`src/rtl/log2_iter.sv`:
```
// log2_iter: streaming base-2 log with leading-one normalisation and iterative squaring for the fraction.
module log2_iter #(
    parameter int I_WIDTH   = 64,
    parameter int O_WIDTH_F = 8,
    parameter int M_WIDTH   = 16,
    parameter int O_WIDTH   = O_WIDTH_F + $clog2(I_WIDTH)
) (
    input  logic               clk,
    input  logic               rst,
    input  logic               i_valid,
    output logic               i_ready,
    input  logic [I_WIDTH-1:0] i_data,
    output logic               o_valid,
    input  logic               o_ready,
    output logic [O_WIDTH-1:0] o_data,
    output logic               o_zero,
    output logic               busy
);
    localparam int LW = $clog2(I_WIDTH);
    localparam int CW = $clog2(O_WIDTH_F + 1);
    localparam logic [1:0] IDLE = 2'd0, NORM = 2'd1, ITER = 2'd2, DONE = 2'd3;

    logic [1:0]             state;
    logic [I_WIDTH-1:0]     data_r;
    logic [LW-1:0]          int_part, msb, lz;
    logic [O_WIDTH_F-1:0]   frac;
    logic [M_WIDTH:0]       m, m_norm, m_next;
    logic [2*M_WIDTH+1:0]   m_wide;
    logic [M_WIDTH+1:0]     sq_hi;
    logic [CW-1:0]          cnt;
    logic                   zero;

    always_comb begin
        msb = '0;
        for (int i = 0; i < I_WIDTH; i++)
            if (data_r[i]) msb = LW'(i);
    end

    // Shift the leading one to the top, then keep it plus M_WIDTH bits below (zero-filled if short).
    assign lz     = LW'(I_WIDTH - 1) - msb;
    assign m_norm = (M_WIDTH+1)'({data_r << lz, {M_WIDTH{1'b0}}} >> (I_WIDTH - 1));

    // Only the upper M_WIDTH+2 bits of m*m matter: the overflow bit and the renormalised mantissa.
    assign m_wide = {{(M_WIDTH+1){1'b0}}, m};
    assign sq_hi  = (M_WIDTH+2)'((m_wide * m_wide) >> M_WIDTH);
    assign m_next = sq_hi[M_WIDTH+1] ? sq_hi[M_WIDTH+1:1] : sq_hi[M_WIDTH:0];

    always_ff @(posedge clk or posedge rst) begin
        if (rst) begin
            state    <= IDLE;
            data_r   <= '0;
            int_part <= '0;
            frac     <= '0;
            m        <= '0;
            cnt      <= '0;
            zero     <= 1'b0;
        end else begin
            case (state)
                IDLE: if (i_valid) begin
                    data_r <= i_data;
                    state  <= NORM;
                end
                NORM: begin
                    cnt      <= '0;
                    frac     <= '0;
                    zero     <= data_r == '0;
                    int_part <= msb;
                    m        <= m_norm;
                    state    <= data_r == '0 ? DONE : ITER;
                end
                ITER: begin
                    m     <= m_next;
                    frac  <= O_WIDTH_F'({frac, sq_hi[M_WIDTH+1]});
                    cnt   <= cnt + 1'b1;
                    state <= cnt == CW'(O_WIDTH_F - 1) ? DONE : ITER;
                end
                default: if (o_ready) state <= IDLE;
            endcase
        end
    end

    assign i_ready = state == IDLE;
    assign o_valid = state == DONE;
    assign busy    = state != IDLE;
    assign o_data  = {int_part, frac};
    assign o_zero  = zero;
endmodule

```
`config.mk`:
```
export PLATFORM = sky130hd
export DESIGN_NAME = log2_iter
export DESIGN_NICKNAME = d
export VERILOG_FILES = /design/src/rtl/log2_iter.sv
export SDC_FILE = /design/constraint.sdc
export NUM_CORES = 1
export LEC_CHECK = 0
export ABC_AREA = 1
export ABC_CLOCK_PERIOD_IN_PS = 8910
export CELL_PAD_IN_SITES_DETAIL_PLACEMENT = 1
export CELL_PAD_IN_SITES_GLOBAL_PLACEMENT = 1
export CORE_MARGIN = 2
export CORE_UTILIZATION = 46
export CTS_BUF_LIST = sky130_fd_sc_hd__clkbuf_16
export CTS_CLUSTER_DIAMETER = 80
export DETAILED_ROUTE_END_ITERATION = 8
export GPL_TIMING_DRIVEN = 0
export PLACE_DENSITY = 0.86
export SLEW_MARGIN = 5
export SYNTH_ARGS = -nofsm -noshare
export SYNTH_HDL_FRONTEND = slang
export SYNTH_SLANG_ARGS = --single-unit
```
`constraint.sdc`:
```
create_clock -name clk -period 8.91 [get_ports clk]
set_clock_uncertainty 0.1 [all_clocks]
set_input_delay 1.782 -clock clk [delete_from_list [all_inputs] [get_ports clk]]
set_output_delay 1.782 -clock clk [all_outputs]
set_load 0.005 [all_outputs]
```
==> results.cfg <==
[run_status]
outcome = completed

[setup_path]
cp_max_fo = 10
cp_common_cell = inv_1
worstSetupPathType = reg -> reg
path_delay_family = adder cells
cpMaxStageDelayCell = fa_1
worst-path-buf-inv = 12
worst_ep_arrival_time_ns = 8.73
endpoint_kind = flip-flop
required_ns = 9.11
slowest_delay_ns = 0.55
worst_setup_path_start_kind = flip-flop

[worst_hold_path]
min_path_type = reg -> reg

[route]
drtIter0Drc = 1466
drt-total-wl_um = 61900
vias = 16200
drt-pass1-iter-count = 5
final_antenna_net_count = 0
viasPerCell = 5.73
drc_errors = 0
post_drt_wl_per_cell_um = 21.9

[logic_synthesis]
syn_inst = 2279
synth.most_common_cell = nand2_1
ys_ff_latch = 102
async_reset_ff_share_pct = 100
yosysTopAreaCell = fa_1
synth_cell_types = 45
syn_nets = 2650
synthTopCellsByCount = nand2_1 (500), inv_1 (458), nand3_1 (369)
synth-main-ff-cell = dfrtp_1
synth.cell_area_um2 = 16100
synth.area.top_cells = fa_1 (24%), dfrtp_1 (16%), nand2_1 (12%)
ys_seq_area_share_pct = 15.8
synth_edf_count = 0
synth.avg_cell_area_um2 = 7.07
synth_top_area_share_pct = 23.6
synth_warnings = 0

[clocking]
hold_buffers = 0
clkSinkCount = 102
cts-root-buf = clkbuf_16
h-tree-depth = 3
post_cts_buffers = 0
cts_tree = done
clock_path_buffers = 2
cts_buffers = 9
clk_pin_slew_ns = 0.09
cts_resized = 31
insertion_delay_ns = 0.39

[cells_and_area]
fin_cells = 2831
area_delta_synth_final_pct = 11.7
multiInputGateArea_um2 = 11400
fin_nets = 2740
nFillCells = 4537
post-route-util_pct = 52.1
regArea_um2 = 2550
drive_gt1_share_pct = 5.64
fin_area_um2 = 18000

[sta]
fin_ws_ns = 0.385
period_needed_ns = 8.53
slew_violations = 0
worst_slew_pin_slew_ns = 1.16
timing.fmax_ghz = 0.117
slew-limit-headroom_pct = 22.3
rsz0062_at_grt = no
min_period_over_period_pct = 95.7
report.final.hold_viol_count = 0
setup_viol = 0

[placement]
pre_cts_ws_ns = -0.934
hpwlAfterDp_um = 51000
dpl_cell_area_um2 = 17600
place_congestion = 0.958
place_inst = 2820
port_buffers = 85

[grt]
grt_pass1_vias = 17900
grt_remaining_overflow = 0
grt_pass1_wl_um = 96000
antenna_found_initial = 0
track_usage_pct = 34.5
grt_max_degree = 67

[floorplan]
chipWidth_um = 191
placementRows = 68
ios = 86
die_height_um = 191
dieArea_um2 = 36600
start_util_pct = 46.7
design.core.area_um2 = 34500

[run]
drv_cap = 0
-- tightest hold or removal path, stage by stage (launching register included) --
cell,delay (ns)
dfrtp_1,0.36
nand2_1,0.06
nand2_1,0.06
-- final timing paths --
kind,start,endpoint,slack [ns],depth (start not counted)
setup / recovery,m[12]$_DFFE_PP0P_,m[12]$_DFFE_PP0P_,0.38,35
hold / removal,o_zero$_DFFE_PP0P_,o_zero$_DFFE_PP0P_,0.40,2
setup reg to reg,m[12]$_DFFE_PP0P_,m[12]$_DFFE_PP0P_,0.38,35
hold reg to reg,o_zero$_DFFE_PP0P_,o_zero$_DFFE_PP0P_,0.40,2
max in group asynchronous,rst,cnt[3]$_DFFE_PP0P_,6.27,3
min in group asynchronous,rst,data_r[38]$_DFFE_PP0P_,1.70,2
-- area by class of cell --
cell class | instances | area share [%]
timing repair buffer | 86 | 4.88
antenna | 2 | 0.0278
sequential | 102 | 14.2
buffer | 110 | 3.22
tap | 455 | 3.16
multi-input combinational | 1594 | 63.0
clock buffer | 9 | 1.25
inverter | 466 | 9.73
clock inverter | 7 | 0.507
-- metal layers --
metal / part of all wire (%) / wire [um] / global-route usage, % / up-vias
li1: - / - / - / 7265
met1: 42 / 26100 / 44.5 / 8135
met2: 47 / 29300 / 57.7 / 654
met3: 6.7 / 4120 / 5.80 / 174
met4: 3.8 / 2370 / 14.1 / 0
met5: 0 / 0 / 0 / -
-- cell usage in the layout, fill, tap and decap left out, types with 4 or more instances in the layout --
| master | n |
|---|---|
| buf_2 | 34 |
| xor2_1 | 13 |
| a21oi_1 | 110 |
| a221oi_2 | 6 |
| o21ai_0 | 23 |
| a21oi_2 | 9 |
| nand3_1 | 368 |
| clkbuf_16 | 9 |
| nor4_1 | 15 |
| ha_1 | 113 |
| fa_1 | 190 |
| clkbuf_2 | 8 |
| clkdlybuf4s50_1 | 85 |
| clkbuf_1 | 48 |
| o211ai_1 | 5 |
| nand4_1 | 6 |
| nand2_1 | 500 |
| nand3_2 | 21 |
| a221oi_1 | 5 |
| dfrtp_1 | 100 |
| o22ai_1 | 9 |
| inv_1 | 456 |
| buf_6 | 5 |
| inv_2 | 7 |
| nor2_1 | 142 |
| buf_4 | 4 |
| clkbuf_4 | 6 |
| o21ai_1 | 9 |
| xnor2_1 | 17 |
-- registers in the layout, indices dropped and copies added, names as in the netlist --
| register | cells |
|---|---|
| cnt | 4 |
| data_r | 64 |
| frac | 8 |
| int_part | 6 |
| m | 17 |
| o_zero | 1 |
| state | 2 |
-- per-stage QoR --
step           hold slack [ns]  setup TNS (ns)
6_report                 0.403               0
5_1_grt                  0.443               0
4_1_cts                  0.406               0
3_5_place_dp             0.374          -10.69
3_3_place_gp             0.369          -0.483
2_1_floorplan            0.372               0
-- cell families (layout without fill, tap and decap cells) --
logic type      Yosys count  in the layout  share of synthesized area, %
buf+inv                 583            678                          14.3
flops                   102            102                          15.8
fa+ha+maj               303            303                          32.4
other cells               0              2                             0
simple gates           1064           1064                          28.9
compound gates          197            197                          6.93
xor+xnor                 30             30                          1.63
Power is not shown: default switching activity piles up to over one toggle a cycle in this logic, so the estimate is an artifact.
